--- src/rtl/mem_pipeline_reg_if.sv ---
// Execute-to-Memory boundary bundle: E-stage fields in, registered M-stage fields out,
// plus the stall/bubble controls from the pipeline control unit.
interface mem_pipeline_reg_if #(
  parameter int OP_W   = 6,
  parameter int DATA_W = 32,
  parameter int REG_W  = 5
);
  logic              M_stall;
  logic              M_bubble;
  logic [OP_W-1:0]   E_op;
  logic [DATA_W-1:0] e_valE;
  logic [DATA_W-1:0] E_valA;
  logic [REG_W-1:0]  E_dstE;
  logic [REG_W-1:0]  E_dstM;
  logic [OP_W-1:0]   M_op;
  logic [DATA_W-1:0] M_valE;
  logic [DATA_W-1:0] M_valA;
  logic [REG_W-1:0]  M_dstE;
  logic [REG_W-1:0]  M_dstM;
  logic              M_valid;

  // Execute stage and control unit side.
  modport master (
    output M_stall, M_bubble, E_op, e_valE, E_valA, E_dstE, E_dstM,
    input  M_op, M_valE, M_valA, M_dstE, M_dstM, M_valid
  );

  // The pipeline register itself.
  modport slave (
    input  M_stall, M_bubble, E_op, e_valE, E_valA, E_dstE, E_dstM,
    output M_op, M_valE, M_valA, M_dstE, M_dstM, M_valid
  );
endinterface

--- src/rtl/mem_pipeline_reg.sv ---
// E/M pipeline register: one-cycle capture of the Execute-stage results with
// bubble (NOP insert, highest priority) and stall (hold) control.
module mem_pipeline_reg #(
  parameter int              OP_W   = 6,
  parameter int              DATA_W = 32,
  parameter int              REG_W  = 5,
  parameter logic [OP_W-1:0] NOP_OP = '0
) (
  input logic              clk,
  input logic              rst_n,
  mem_pipeline_reg_if.slave bus
);

  logic [OP_W-1:0]   op_p0;
  logic [DATA_W-1:0] val_e_p0;
  logic [DATA_W-1:0] val_a_p0;
  logic [REG_W-1:0]  dst_e_p0;
  logic [REG_W-1:0]  dst_m_p0;
  logic              vld_p0;

  // E -> M boundary. A bubble must clear the destinations too, so that a
  // squashed instruction can never appear as a forwarding source.
  always_ff @(posedge clk or negedge rst_n) begin
    if (!rst_n) begin
      op_p0    <= NOP_OP;
      val_e_p0 <= '0;
      val_a_p0 <= '0;
      dst_e_p0 <= '0;
      dst_m_p0 <= '0;
      vld_p0   <= 1'b0;
    end else if (bus.M_bubble) begin
      op_p0    <= NOP_OP;
      val_e_p0 <= '0;
      val_a_p0 <= '0;
      dst_e_p0 <= '0;
      dst_m_p0 <= '0;
      vld_p0   <= 1'b0;
    end else if (!bus.M_stall) begin
      op_p0    <= bus.E_op;
      val_e_p0 <= bus.e_valE;
      val_a_p0 <= bus.E_valA;
      dst_e_p0 <= bus.E_dstE;
      dst_m_p0 <= bus.E_dstM;
      vld_p0   <= 1'b1;
    end
  end

  assign bus.M_op    = op_p0;
  assign bus.M_valE  = val_e_p0;
  assign bus.M_valA  = val_a_p0;
  assign bus.M_dstE  = dst_e_p0;
  assign bus.M_dstM  = dst_m_p0;
  assign bus.M_valid = vld_p0;

endmodule

--- src/flat_wrapper.sv ---
// flat-port wrapper written by rule: the top's interface ports become plain ports
module mem_pipeline_reg_flat 
#(
  parameter int              OP_W   = 6,
  parameter int              DATA_W = 32,
  parameter int              REG_W  = 5,
  parameter logic [OP_W-1:0] NOP_OP = '0
)
  (clk, rst_n, bus_M_stall, bus_M_bubble, bus_E_op, bus_e_valE, bus_E_valA, bus_E_dstE, bus_E_dstM, bus_M_op, bus_M_valE, bus_M_valA, bus_M_dstE, bus_M_dstM, bus_M_valid);
  mem_pipeline_reg_if #(.OP_W(OP_W), .DATA_W(DATA_W), .REG_W(REG_W)) bus_i ();
  input logic clk;
  input logic rst_n;
  input wire logic [$bits(bus_i.M_stall)-1:0] bus_M_stall;
  input wire logic [$bits(bus_i.M_bubble)-1:0] bus_M_bubble;
  input wire logic [$bits(bus_i.E_op)-1:0] bus_E_op;
  input wire logic [$bits(bus_i.e_valE)-1:0] bus_e_valE;
  input wire logic [$bits(bus_i.E_valA)-1:0] bus_E_valA;
  input wire logic [$bits(bus_i.E_dstE)-1:0] bus_E_dstE;
  input wire logic [$bits(bus_i.E_dstM)-1:0] bus_E_dstM;
  output wire logic [$bits(bus_i.M_op)-1:0] bus_M_op;
  output wire logic [$bits(bus_i.M_valE)-1:0] bus_M_valE;
  output wire logic [$bits(bus_i.M_valA)-1:0] bus_M_valA;
  output wire logic [$bits(bus_i.M_dstE)-1:0] bus_M_dstE;
  output wire logic [$bits(bus_i.M_dstM)-1:0] bus_M_dstM;
  output wire logic [$bits(bus_i.M_valid)-1:0] bus_M_valid;
  assign bus_i.M_stall = bus_M_stall;
  assign bus_i.M_bubble = bus_M_bubble;
  assign bus_i.E_op = bus_E_op;
  assign bus_i.e_valE = bus_e_valE;
  assign bus_i.E_valA = bus_E_valA;
  assign bus_i.E_dstE = bus_E_dstE;
  assign bus_i.E_dstM = bus_E_dstM;
  assign bus_M_op = bus_i.M_op;
  assign bus_M_valE = bus_i.M_valE;
  assign bus_M_valA = bus_i.M_valA;
  assign bus_M_dstE = bus_i.M_dstE;
  assign bus_M_dstM = bus_i.M_dstM;
  assign bus_M_valid = bus_i.M_valid;
  mem_pipeline_reg #(.OP_W(OP_W), .DATA_W(DATA_W), .REG_W(REG_W), .NOP_OP(NOP_OP)) u_core (.clk(clk), .rst_n(rst_n), .bus(bus_i));
endmodule
--- config.mk ---
export PLATFORM = sky130hd
export DESIGN_NAME = mem_pipeline_reg_flat
export DESIGN_NICKNAME = d
export VERILOG_FILES = /design/src/rtl/mem_pipeline_reg_if.sv /design/src/rtl/mem_pipeline_reg.sv /design/src/flat_wrapper.sv
export SDC_FILE = /design/constraint.sdc
export NUM_CORES = 1
export LEC_CHECK = 0
export BUFFER_PORTS_ARGS = -buffer_cell sky130_fd_sc_hd__buf_2
export CORE_ASPECT_RATIO = 1.2
export CORE_UTILIZATION = 49
export DETAILED_ROUTE_END_ITERATION = 8
export PLACE_DENSITY = 0.88
export SKIP_CTS_REPAIR_TIMING = 1
export SLEW_MARGIN = 20
export SYNTH_ARGS = -nofsm -noshare
export SYNTH_HDL_FRONTEND = slang
export SYNTH_SLANG_ARGS = --single-unit
export TNS_END_PERCENT = 5
--- constraint.sdc ---
create_clock -name clk -period 1.7 [get_ports clk]
set_input_delay 0.085 -clock clk [delete_from_list [all_inputs] [get_ports clk]]
set_output_delay 0.085 -clock clk [all_outputs]
set_load 0.01 [all_outputs]
==> After elaboration in Yosys (flattened, before gate mapping) <==
Index checks and enable logic that the tools add are counted.
{ "totals": {"register_bits": 81, "output_inout_bits": 81, "input_bits": 84} }
{ "op_classes": {"eq_ne": 1, "n_mux": 12} }
{ "ops": {"columns": ["operator", "n"], "rows": [
  ["two-way mux 32 bit", 4],
  ["two-way mux 5 bit", 4],
  ["two-way mux 6 bit", 2],
  ["two-way mux 1 bit", 2],
  ["inequality test 2 x 1 -> 1 bit, second input constant", 1]
]} }

==> Logic depth before layout (Yosys ltp) <==
{ "logic_depth": {"ltp_word": 2, "mapped_depth": 4, "ltp_nobuf": 2} }

==> Least setup slack after synthesis <==
Ideal clock, no wire load.
{ "synth_timing": {"path_type": "in2reg", "from": "input port bus_M_stall", "to": "register u_core.dst_e_p0[0], in the netlist u_core.bus.M_dstE[0]", "path_slack_ns": 0.954, "stages": 4, "t_arrival_ns": 0.614, "setup_time_ns": 0.132, "path_cell_list": "buf_6 -> buf_8 -> mux2i_1 -> nor2_1"} }
{ "synth_between": {"elab_chain_len": 1} }
{ "synth_rtl": {"columns": ["element", "line_no", "source"], "rows": [
  ["start: declaration", "flat_wrapper.sv:13", "input wire logic [$bits(bus_i.M_stall)-1:0] bus_M_stall;"],
  ["inequality test 2 x 1 -> 1 bit (no line)", null, null],
  ["end signal: assignment", "mem_pipeline_reg.sv:42", "dst_e_p0 <= bus.E_dstE;"],
  ["end: declaration", "mem_pipeline_reg.sv:17", "logic [REG_W-1:0] dst_e_p0;"]
]} }
No other way between the ends.
A chain may end at the register's enable or synchronous reset.

==> Worst setup path after layout <==
{ "layout_timing": {"from": "register u_core.op_p0[5], in the netlist u_core.bus.M_op[5]", "to": "output port bus_M_op[5]"} }
{ "layout_lines": {"columns": ["element", "line_no", "source"], "rows": [
  ["start: declaration", "mem_pipeline_reg.sv:14", "logic [OP_W-1:0] op_p0;"],
  ["start signal: assignment", "mem_pipeline_reg.sv:39", "op_p0 <= bus.E_op;"],
  ["end: declaration", "flat_wrapper.sv:20", "output wire logic [$bits(bus_i.M_op)-1:0] bus_M_op;"]
]} }
No word-level cell between the ends.

==> results_tabular.tex <==
\begin{tabular}{lr}
\hline
Metric & Value \\
\hline
\multicolumn{2}{l}{\textbf{Clock network}} \\
CTS H-tree lvls & 3 \\
Clock-pin slew on the worst setup and hold paths & about 0.090 ns \\
Library cell used as clock root buffer & clkbuf\_8 \\
CTS Sinks & 81 \\
Longest Clk Path Bufs & 2 \\
CTS Buf Count & 9 \\
Clock Latency Late Sink & around 0.33 ns \\
Clock tree from TritonCTS & yes \\
\multicolumn{2}{l}{\textbf{Final layout}} \\
Leading cell type in the layout, fill and taps excluded & buf\_2 \\
Number of fill cells in the layout & 498 \\
Top library cells by usage in the layout, fill and taps aside & 162 x buf\_2, 81 x dfrtp\_1, 80 x mux2i\_1, 80 x nor2\_1, 25 x dlygate4sd3\_1 \\
Count of placed standard cells in the final layout, fillers left out & $\sim$540 \\
Share of post-route cells with drive strength above 1 & 40.7\% \\
Total Nets Final & $\sim$530 \\
Area growth, synth to finish & 39.1\% \\
Antenna diode count & 0 \\
Final design instance area without fill & around 4600 µm² \\
\multicolumn{2}{l}{\textbf{Routing}} \\
Detailed-route wire length & 7840 µm \\
Post-DR vias/cell & between 4 and 5 \\
Via Count & about 2,700 \\
DRC violations left & 0 \\
Count of antenna-violating nets left after detailed routing & 0 \\
Highest metal layer with signal wires & met4 \\
DRC marker count from the first detailed-route iteration & 147 \\
DRT met1 WL & 3120 µm \\
Metal2 WL & between 4000 and 5000 µm \\
Routed length per instance & 14.5 µm \\
Pre-antenna DRT Iters & 6 \\
Met3 Wirelength & slightly above 500 µm \\
\multicolumn{2}{l}{\textbf{Global route}} \\
Leftover overflow at the end of global routing & 0 \\
Number of antenna violations at the first check in global routing & 0 \\
Total routing usage reported by global routing & between 20\% and 30\% \\
Via count of the first global-routing pass & roughly 2,500 \\
Global-route wire length before repair & $\sim$12,000 µm \\
Largest net degree at the start of global routing & 82 \\
\multicolumn{2}{l}{\textbf{Floorplanning}} \\
Vertical die dimension & between 90 and 100 µm \\
Die area & between 7000 and 8000 µm² \\
Area of the core & between 6000 and 7000 µm² \\
Initial Util & 50.9\% \\
Standard-cell rows & 32 \\
Ports placed on the boundary & about 170 \\
Die boundary width & 77.0 µm \\
\multicolumn{2}{l}{\textbf{Synth}} \\
Syn Std Cell Area & $\sim$3300 µm² \\
Largest area contributor in the netlist & dfrtp\_1 \\
Yosys warning count & 0 \\
Avg Inst Size Synth & 12.7 µm² \\
Sequential cell area fraction in the yosys report & 61.3\% \\
Area share of the leading cell type in the synthesized netlist & between 60\% and 70\% \\
Flops \& latches, synth & between 80 and 90 \\
Gate count after technology mapping & $\sim$260 \\
Mapped Nets & 345 \\
Number of unique standard cell types used by synthesis & 9 \\
Top cells by area, synth & dfrtp\_1 61\%, mux2i\_1 24\%, nor2\_1 9.1\%, buf\_8 3.6\%, clkbuf\_1 0.80\% \\
\multicolumn{2}{l}{\textbf{Critical path}} \\
Highest-delay cell along the critical path & dfrtp\_1 \\
Arrival time of data at the critical path endpoint & $\sim$0.90 ns \\
Endpoint type of the worst setup path & primary output \\
Largest fanout on the critical path & 2 \\
CP max stage delay & 0.40 ns \\
Cell class contributing the biggest share of worst-path delay & flip-flops \\
Worst EP required & 1.62 ns \\
Path type of the worst setup path & reg2out \\
Type of element launching the critical path & flip-flop \\
Worst path cell trace & buf\_2 \\
Crit path buffers/inverters & 1 \\
\multicolumn{2}{l}{\textbf{Pwr}} \\
Static Leakage & approximately 0.0027 µW \\
Overall power after layout & approximately 4000 µW \\
Power density normalized to cell area & between 800 and 900 nW/µm² \\
Maximum vdd ir drop & approximately 0.59 mV \\
\multicolumn{2}{l}{\textbf{Placed design}} \\
IO Port Bufs & between 150 and 200 \\
Cells after DPL & about 500 \\
Half-perimeter wire length after detailed placement & around 5100 µm \\
Placer Congestion & around 0.76 \\
Cell area after placement & 4160 µm² \\
\multicolumn{2}{l}{\textbf{STA}} \\
Setup violation total in the final timing report & 0 \\
Clock skew & 0 ns \\
Transition time at the pin with the least slew margin & between 0.4 and 0.5 ns \\
Achievable clock frequency & just over 1000 MHz \\
Crit path time final & 0.981 ns \\
Sum Neg Setup Slack & 0 ns \\
Slew margin rel. & between 60\% and 70\% \\
Setup repair after global routing missed its margin & no \\
Final critical-path share of the clock period & a little under 60\% \\
WHS & -0.0156 ns \\
Final Slew Violations & 0 \\
Fin. Hold Viols & 17 \\
\multicolumn{2}{l}{\textbf{Hold path}} \\
Path type of the worst min-delay path & in2reg \\
\multicolumn{2}{l}{\textbf{Run status}} \\
Status & complete, but fails checks \\
Violated checks & negative hold slack \\
\multicolumn{2}{l}{\textbf{Flow run}} \\
Max-cap violation count & 0 \\
\hline
\end{tabular}
==> final timing paths <==
| path | start | to | slack (ns) | cells past startpoint |
|---|---|---|---|---|
| setup / recovery | u_core.bus.M_op[5] | bus_M_op[5] | 0.72 | 1 |
| hold / removal | bus_E_valA[15] | u_core.bus.M_valA[15] | -0.02 | 3 |
| setup reg to reg | u_core.bus.M_valE[24] | u_core.bus.M_valE[24] | 0.92 | 2 |
| hold reg to reg | u_core.bus.M_valid | u_core.bus.M_valid | 0.51 | 2 |
| max in group asynchronous | rst_n | u_core.bus.M_valA[30] | 1.04 | 3 |
| min in group asynchronous | rst_n | u_core.bus.M_valE[8] | 0.30 | 3 |
==> metal layers <==
metal,GRT usage (%),vias up
li1,-,1240
met1,25.9,1296
met2,34.7,120
met3,5.17,8
met4,9.62,0
met5,0,-
==> through the flow <==
stage | worst slack, ns | hold slack (ns) | util [%]
floorplan | 0.954 | -0.211 | -
global placement | 0.626 | 0.141 | 64.2
detailed placement | 0.563 | 0.146 | 64.2
CTS | 0.713 | -0.234 | 67.0
global route | 0.685 | -0.00372 | 70.9
finish | 0.719 | -0.0156 | 70.9
==> kinds of logic (layout without fill, tap and decap cells) <==
| group | count (synthesis) | count (layout) | share of synthesized area, % |
|---|---|---|---|
| AO/OA/AOI/OAI | 1 | 1 | 0.151 |
| buffers and inverters | 19 | 212 | 5.19 |
| multiplexers | 80 | 80 | 24.2 |
| flip-flops | 81 | 81 | 61.3 |
| AND/OR/NAND/NOR | 80 | 80 | 9.09 |
==> Yosys cell counts <==
cell / count
dfrtp_1: 81
mux2i_1: 80
nor2_1: 80
buf_8: 8
clkbuf_1: 7
buf_2: 2
a21oi_1: 1
buf_6: 1
inv_1: 1
==> power by group <==
group	internal (µW)	switching (µW)	leakage (µW)
sequential	2030	60.1	0.00107
combinational	309	319	0.00151
clock	609	675	0.0000846
total	2950	1050	0.00267
==> final cells by class <==
class	count	area [µm²]	area share [%]
sequential	81	2030	44.1
multi-input combinational	161	1110	24.1
clock buffer	12	155	3.38
inverter	1	3.75	0.0817
timing repair buffer	195	1170	25.5
clock inverter	4	27.5	0.599
tap	85	106	2.31
==> registers in the layout, indices dropped and copies added (netlist names) <==
| register | cells |
|---|---|
| u_core.bus.M_dstM | 5 |
| u_core.bus.M_valE | 32 |
| u_core.bus.M_op | 6 |
| u_core.bus.M_dstE | 5 |
| u_core.bus.M_valid | 1 |
| u_core.bus.M_valA | 32 |
(Power assumes the default switching activity.)
